`src/rtl/cluster_ctrl_pkg.sv`:
```
// Shared types and phase-length helpers for the cluster load controller.
//   state_e        : controller FSM states
//   wght_words()   : weight words loaded per pass (KERNEL_SIZE squared)
//   act_words()    : activation words loaded per pass (ACT_SIZE squared)
//   strobe_cnt_w() : counter width able to hold the larger of the two
package cluster_ctrl_pkg;

  typedef enum logic [2:0] {IDLE, LOAD_W, LOAD_A, COMPUTE, ERR} state_e;

  function automatic int wght_words(input int k);
    return k * k;
  endfunction

  function automatic int act_words(input int a);
    return a * a;
  endfunction

  function automatic int strobe_cnt_w(input int k, input int a);
    int m;
    m = (k * k > a * a) ? k * k : a * a;
    return (m < 2) ? 1 : $clog2(m + 1);
  endfunction

endpackage

```
`src/rtl/cluster_load_ctrl_if.sv`:
```
// Handshake bundle between the load controller and its environment
// (job requester, weight/ifmap routers, PE array).
//   master : controller side (drives spad load commands, pe_start, status)
//   slave  : environment side (drives start/num_pass and router/PE strobes)
interface cluster_load_ctrl_if #(
  parameter int PASS_BITS = 8
) ();
  logic                 start;
  logic [PASS_BITS-1:0] num_pass;
  logic                 load_spad_wght;
  logic                 wght_load_en;
  logic                 load_spad_act;
  logic                 act_load_en;
  logic                 pe_start;
  logic                 pe_done;
  logic                 busy;
  logic                 done;
  logic [PASS_BITS-1:0] pass_cnt;
  logic                 error;

  modport master (
    input  start, num_pass, wght_load_en, act_load_en, pe_done,
    output load_spad_wght, load_spad_act, pe_start, busy, done, pass_cnt, error
  );

  modport slave (
    output start, num_pass, wght_load_en, act_load_en, pe_done,
    input  load_spad_wght, load_spad_act, pe_start, busy, done, pass_cnt, error
  );
endinterface

```
`src/rtl/cluster_load_ctrl_strobe_counter.sv`:
```
// strobe_counter: counts enable strobes up to TARGET.
//   clk, reset : clock, synchronous active-high reset
//   en         : strobe, already qualified by the owning phase
//   hit        : combinational, high on the strobe that completes TARGET
// The counter clears itself on hit, so it never exceeds TARGET-1 and cannot wrap.
module strobe_counter #(
  parameter int TARGET = 9,
  parameter int CNT_W  = 5
) (
  input  logic clk,
  input  logic reset,
  input  logic en,
  output logic hit
);
  logic [CNT_W-1:0] count;

  assign hit = en && (count == CNT_W'(TARGET - 1));

  always_ff @(posedge clk) begin
    if (reset || hit) count <= '0;
    else if (en)      count <= count + 1'b1;
  end
endmodule

```
`src/rtl/cluster_load_ctrl.sv`:
```
// cluster_load_ctrl: sequences weight load, activation load and PE compute
// for num_pass passes per job.
//   clk, reset : clock, synchronous active-high reset
//   bus        : cluster_load_ctrl_if.master (start/num_pass in, spad load
//                pulses, pe_start, busy/done/pass_cnt/error out)
// Optional build macro LOAD_CTRL_TIMEOUT_EN: per-phase watchdog; a phase that
// lasts TIMEOUT_CYCLES cycles parks the FSM in ERR with a sticky error flag.
// Without it, error is tied low and ERR is never entered.
module cluster_load_ctrl
  import cluster_ctrl_pkg::*;
#(
  parameter int KERNEL_SIZE    = 3,
  parameter int ACT_SIZE       = 5,
  parameter int PASS_BITS      = 8,
  parameter int TIMEOUT_CYCLES = 1024
) (
  input logic                 clk,
  input logic                 reset,
  cluster_load_ctrl_if.master bus
);
  localparam int CNT_W = strobe_cnt_w(KERNEL_SIZE, ACT_SIZE);

  state_e               state, state_nxt;
  logic [PASS_BITS-1:0] num_pass_q, pass_cnt_q, pass_cnt_nxt;
  logic                 ldw_q, lda_q, pes_q, done_q, busy_q;
  logic                 ldw_nxt, lda_nxt, pes_nxt, done_nxt;
  logic                 w_hit, a_hit, tmo;

  // Strobes are only seen by a counter while its phase is active.
  strobe_counter #(.TARGET(wght_words(KERNEL_SIZE)), .CNT_W(CNT_W)) u_wcnt (
    .clk(clk), .reset(reset), .en(bus.wght_load_en && state == LOAD_W), .hit(w_hit)
  );
  strobe_counter #(.TARGET(act_words(ACT_SIZE)), .CNT_W(CNT_W)) u_acnt (
    .clk(clk), .reset(reset), .en(bus.act_load_en && state == LOAD_A), .hit(a_hit)
  );

`ifdef LOAD_CTRL_TIMEOUT_EN
  localparam int TMR_W = $clog2(TIMEOUT_CYCLES + 1);
  logic [TMR_W-1:0] tmr;
  logic             err_q;
  logic             in_phase;

  assign in_phase = (state == LOAD_W) || (state == LOAD_A) || (state == COMPUTE);
  assign tmo      = in_phase && (tmr == TMR_W'(TIMEOUT_CYCLES - 1));

  // Any state change restarts the count, so each phase gets a fresh budget.
  always_ff @(posedge clk) begin
    if (reset || state_nxt != state) tmr <= '0;
    else if (in_phase)               tmr <= tmr + 1'b1;
  end

  always_ff @(posedge clk) begin
    if (reset) err_q <= 1'b0;
    else       err_q <= (state_nxt == ERR);
  end
  assign bus.error = err_q;
`else
  assign tmo       = 1'b0;
  assign bus.error = 1'b0;
`endif

  // Phase completion takes priority over a watchdog expiring in the same cycle.
  always_comb begin
    state_nxt    = state;
    pass_cnt_nxt = pass_cnt_q;
    ldw_nxt      = 1'b0;
    lda_nxt      = 1'b0;
    pes_nxt      = 1'b0;
    done_nxt     = 1'b0;
    case (state)
      IDLE: if (bus.start) begin
        pass_cnt_nxt = '0;
        if (bus.num_pass != '0) begin
          state_nxt = LOAD_W;
          ldw_nxt   = 1'b1;
        end else begin
          done_nxt = 1'b1;
        end
      end
      LOAD_W: if (w_hit) begin
        state_nxt = LOAD_A;
        lda_nxt   = 1'b1;
      end else if (tmo) state_nxt = ERR;
      LOAD_A: if (a_hit) begin
        state_nxt = COMPUTE;
        pes_nxt   = 1'b1;
      end else if (tmo) state_nxt = ERR;
      COMPUTE: if (bus.pe_done) begin
        pass_cnt_nxt = pass_cnt_q + 1'b1;
        if (pass_cnt_nxt == num_pass_q) begin
          state_nxt = IDLE;
          done_nxt  = 1'b1;
        end else begin
          state_nxt = LOAD_W;
          ldw_nxt   = 1'b1;
        end
      end else if (tmo) state_nxt = ERR;
      ERR:     state_nxt = ERR;
      default: state_nxt = IDLE;
    endcase
  end

  always_ff @(posedge clk) begin
    if (reset) begin
      state      <= IDLE;
      num_pass_q <= '0;
      pass_cnt_q <= '0;
      ldw_q      <= 1'b0;
      lda_q      <= 1'b0;
      pes_q      <= 1'b0;
      done_q     <= 1'b0;
      busy_q     <= 1'b0;
    end else begin
      state      <= state_nxt;
      pass_cnt_q <= pass_cnt_nxt;
      if (state == IDLE && bus.start) num_pass_q <= bus.num_pass;
      ldw_q      <= ldw_nxt;
      lda_q      <= lda_nxt;
      pes_q      <= pes_nxt;
      done_q     <= done_nxt;
      busy_q     <= (state_nxt != IDLE);
    end
  end

  assign bus.load_spad_wght = ldw_q;
  assign bus.load_spad_act  = lda_q;
  assign bus.pe_start       = pes_q;
  assign bus.done           = done_q;
  assign bus.busy           = busy_q;
  assign bus.pass_cnt       = pass_cnt_q;
endmodule

```
`src/flat_wrapper.sv`:
```
// flat-port wrapper written by rule: the top's interface ports become plain ports
module cluster_load_ctrl_flat import cluster_ctrl_pkg::*;
#(
  parameter int KERNEL_SIZE    = 3,
  parameter int ACT_SIZE       = 5,
  parameter int PASS_BITS      = 8,
  parameter int TIMEOUT_CYCLES = 1024
)
  (clk, reset, bus_start, bus_num_pass, bus_wght_load_en, bus_act_load_en, bus_pe_done, bus_load_spad_wght, bus_load_spad_act, bus_pe_start, bus_busy, bus_done, bus_pass_cnt, bus_error);
  cluster_load_ctrl_if #(.PASS_BITS(PASS_BITS)) bus_i ();
  input logic clk;
  input logic reset;
  input wire logic [$bits(bus_i.start)-1:0] bus_start;
  input wire logic [$bits(bus_i.num_pass)-1:0] bus_num_pass;
  input wire logic [$bits(bus_i.wght_load_en)-1:0] bus_wght_load_en;
  input wire logic [$bits(bus_i.act_load_en)-1:0] bus_act_load_en;
  input wire logic [$bits(bus_i.pe_done)-1:0] bus_pe_done;
  output wire logic [$bits(bus_i.load_spad_wght)-1:0] bus_load_spad_wght;
  output wire logic [$bits(bus_i.load_spad_act)-1:0] bus_load_spad_act;
  output wire logic [$bits(bus_i.pe_start)-1:0] bus_pe_start;
  output wire logic [$bits(bus_i.busy)-1:0] bus_busy;
  output wire logic [$bits(bus_i.done)-1:0] bus_done;
  output wire logic [$bits(bus_i.pass_cnt)-1:0] bus_pass_cnt;
  output wire logic [$bits(bus_i.error)-1:0] bus_error;
  assign bus_i.start = bus_start;
  assign bus_i.num_pass = bus_num_pass;
  assign bus_i.wght_load_en = bus_wght_load_en;
  assign bus_i.act_load_en = bus_act_load_en;
  assign bus_i.pe_done = bus_pe_done;
  assign bus_load_spad_wght = bus_i.load_spad_wght;
  assign bus_load_spad_act = bus_i.load_spad_act;
  assign bus_pe_start = bus_i.pe_start;
  assign bus_busy = bus_i.busy;
  assign bus_done = bus_i.done;
  assign bus_pass_cnt = bus_i.pass_cnt;
  assign bus_error = bus_i.error;
  cluster_load_ctrl #(.KERNEL_SIZE(KERNEL_SIZE), .ACT_SIZE(ACT_SIZE), .PASS_BITS(PASS_BITS), .TIMEOUT_CYCLES(TIMEOUT_CYCLES)) u_core (.clk(clk), .reset(reset), .bus(bus_i));
endmodule
```
`config.mk`:
```
export PLATFORM = sky130hd
export DESIGN_NAME = cluster_load_ctrl_flat
export DESIGN_NICKNAME = d
export VERILOG_FILES = /design/src/rtl/cluster_ctrl_pkg.sv /design/src/rtl/cluster_load_ctrl_if.sv /design/src/rtl/cluster_load_ctrl_strobe_counter.sv /design/src/rtl/cluster_load_ctrl.sv /design/src/flat_wrapper.sv
export SDC_FILE = /design/constraint.sdc
export NUM_CORES = 1
export LEC_CHECK = 0
export CORE_MARGIN = 4
export CORE_UTILIZATION = 35
export CTS_CLUSTER_DIAMETER = 100
export DETAILED_ROUTE_END_ITERATION = 12
export PLACE_DENSITY = 0.65
export SLEW_MARGIN = 25
export SYNTH_ARGS = -nofsm -noshare
export SYNTH_HDL_FRONTEND = slang
export SYNTH_HIERARCHICAL = 1
export SYNTH_SLANG_ARGS = --single-unit
```
`constraint.sdc`:
```
create_clock -name clk -period 4.6 [get_ports clk]
set_input_delay 0.92 -clock clk [delete_from_list [all_inputs] [get_ports clk]]
set_output_delay 0.92 -clock clk [all_outputs]
set_load 0.01 [all_outputs]
```
==> metrics <==
mean post-synth cell area 8.29 µm²; Post-synth EDFFs 0; GR Overflow Total 0; Netlist cell types 48; Max-Cap Viols 0; post-DP HPWL 2.82 mm; Async S/R FF share, synth 0%; LEAKAGE 0.000781 µW; clk buf depth 2; Post-CTS Setup Bufs 0; nets 261; outcome finished clean; CORE AREA 5110 µm²; I/O pin cnt 28; Place WS 1.60 ns; RSZ-0062 raised after global routing false; fillcell total 545; Iter 0 DRT Violations 80; WL final 3.86 mm; Setup Crit Path Kind in2reg; CP cell instances clkdlybuf4s50_1 > nor3b_1 > inv_2 > nor4_1 > o21ai_0 > a21oi_1 > a21oi_1; clock edge transition at the registers on the reported setup and hold paths 0.07 ns; top-count cell post-synth dfxtp_1; layout cell share with drive strength beyond 1 6.58%; most used flip-flop cell after synthesis dfxtp_1; number of port buffers 26; Worst Setup Start Kind input port; area occupied by registers 681 µm²; crit-path max FO 6; worst rel slew slack 45.3%; Area contributors post-synth dfxtp_1 37%, a21oi_1 6.5%, nand2_1 5.3%; post-synth top area share 36.8%; Yosys top cell by area dfxtp_1; Pins Over Slew Limit 0; GRT Util Overall 12.8%; cells after synthesis 223; Worst-Margin Slew 0.818 ns; Post-Syn Area 1850 µm²; area grow syn2layout 20.4%; DR WL/cell 12.3 µm; CTS buffer count 5; critical path's top delay family simple AND/OR/NAND/NOR gates; DIE AREA 6510 µm²; Critical Path RT 4.77 ns; VDD IR max 124 µV; # clock sinks 34; period utilization 58.7%; final hold violations 0; antenna cells 0; number of global-route vias before repair 1,431; antenna violations before repair 0; initial core utilization 36.2%; CTS root buf clkbuf_8; die width 80.7 µm; hold buffer count at CTS 0; crit path DAT 2.87 ns; routed vias/inst 5.01; crit path max-delay cell type nor3b_1; drt drc 0; Std-Cell Rows 26; P per Cell Area 296 nW/µm²; multi-input gate area in the final layout 1050 µm²; setup violators final 0; Post-synth top cells 34 x dfxtp_1, 26 x nand2_1, 24 x a21oi_1, 23 x nor2_1; H-Tree Depth 2; sequential area share after synthesis 36.8%; Final Critical Period 2.70 ns; min setup slack post-route 1.90 ns; Tightest Hold Check Type reg2reg; yosys warns 6; Routed Antenna Nets 0; worst stage delay on the critical path 0.64 ns; First-pass DRT Iterations 4; Max Fclk 370 MHz; first-pass GRT wire length 6.50 mm; worst skew pair latency 0.28 ns; largest net degree at the start of global routing 24; Die H 80.7 µm; Setup TNS 0 ns; Yosys reg bits 34; CP Buf/Inv Count 2; CTS tree yes; crit-path most repeated cell a21oi_1; clock skew after layout 0.00891 ns; CTS resizes 0; Vias 1,569; Critical Path Sink Type register; GPL Wtd Cong 0.807; Post-Synthesis Net Count 242
-- layout make-up --
type                    count  area share [%]
inverters                   9            1.52
clock buffers               5            3.09
clock inverters             3            2.02
multi-input cells         166            47.2
flip-flops and latches     34            30.6
repair buffers             26            11.7
well taps                  70            3.93
-- state kept, by name, summed over array words and instances, names as in the netlist --
name,cells
u_core/bus.busy,1
u_core/bus.done,1
u_core/bus.load_spad_act,1
u_core/bus.load_spad_wght,1
u_core/bus.pass_cnt,8
u_core/bus.pe_start,1
u_core/num_pass_q,8
u_core/state,3
u_core/u_acnt/count,5
u_core/u_wcnt/count,5
-- final timing paths --
path / from / end / slack (ns) / cells past startpoint
min: u_core/num_pass_q[0] / u_core/num_pass_q[0] / 0.47 / 2
min reg2reg: u_core/num_pass_q[0] / u_core/num_pass_q[0] / 0.47 / 2
max reg2reg: u_core/state[0] / u_core/state[0] / 2.24 / 7
max: bus_wght_load_en / u_core/state[0] / 1.90 / 7
-- tightest hold or removal path: stages (launching register included) --
cell,delay (ns)
dfxtp_1,0.32
nand2_1,0.05
a21oi_1,0.05
-- layer usage --
| metal | part of all wire [%] | GRT usage, % | routed length, µm | up-vias |
|---|---|---|---|---|
| met2 | 50 | 21.9 | 1920 | 25 |
| met5 | 0 | 0 | 0 | - |
| met4 | 0.88 | 4.05 | 34 | 0 |
| met1 | 46 | 15.6 | 1780 | 733 |
| li1 | - | - | - | 807 |
| met3 | 3.4 | 3.03 | 133 | 4 |
-- placed cells by master, fill, tap and decap left out, drive strengths merged, types with 2 or more instances in the layout --
cell type,n
inv,9
and3,4
nand2,26
and2,2
o21ai,8
ha,5
nor2,24
xor2,10
mux2i,2
a21oi,24
or4,3
nor4b,2
nand2b,2
clkbuf,5
clkinvlp,2
nand4,6
clkdlybuf4s50,26
nand3b,3
a31o,3
or3,2
xnor2,7
dfxtp,34
nor3b,2
nor2b,2
nand3,10
nor4,2
nor3,2
-- metrics by stage --
step / total power (µW) / hold WS [ns] / instance area [µm²] / util [%] / cells
floorplan: 367 / 0.448 / 1850 / - / 223
global placement: 391 / 0.458 / 2110 / 41.4 / 305
detailed placement: 393 / 0.458 / 2110 / 41.4 / 305
CTS: 669 / 0.468 / 2230 / 43.6 / 313
global route: 690 / 0.506 / 2230 / 43.6 / 313
finish: 659 / 0.466 / 2230 / 43.6 / 313
-- cells by family after synthesis --
group	after synthesis	share of synthesized area, %
other cells	1	0.203
fa+ha+maj	5	3.39
compound gates	46	17.3
simple gates	95	26.8
flops	34	36.8
xor+xnor	17	8.06
mux	2	1.08
buf+inv	23	6.36
-- power breakdown --
part / leakage (µW) / internal, µW / switching [µW]
clock: 0.0000504 / 161 / 113
combinational: 0.000455 / 34.7 / 37.7
sequential: 0.000276 / 304 / 9.12
(Power assumes the default switching activity.)
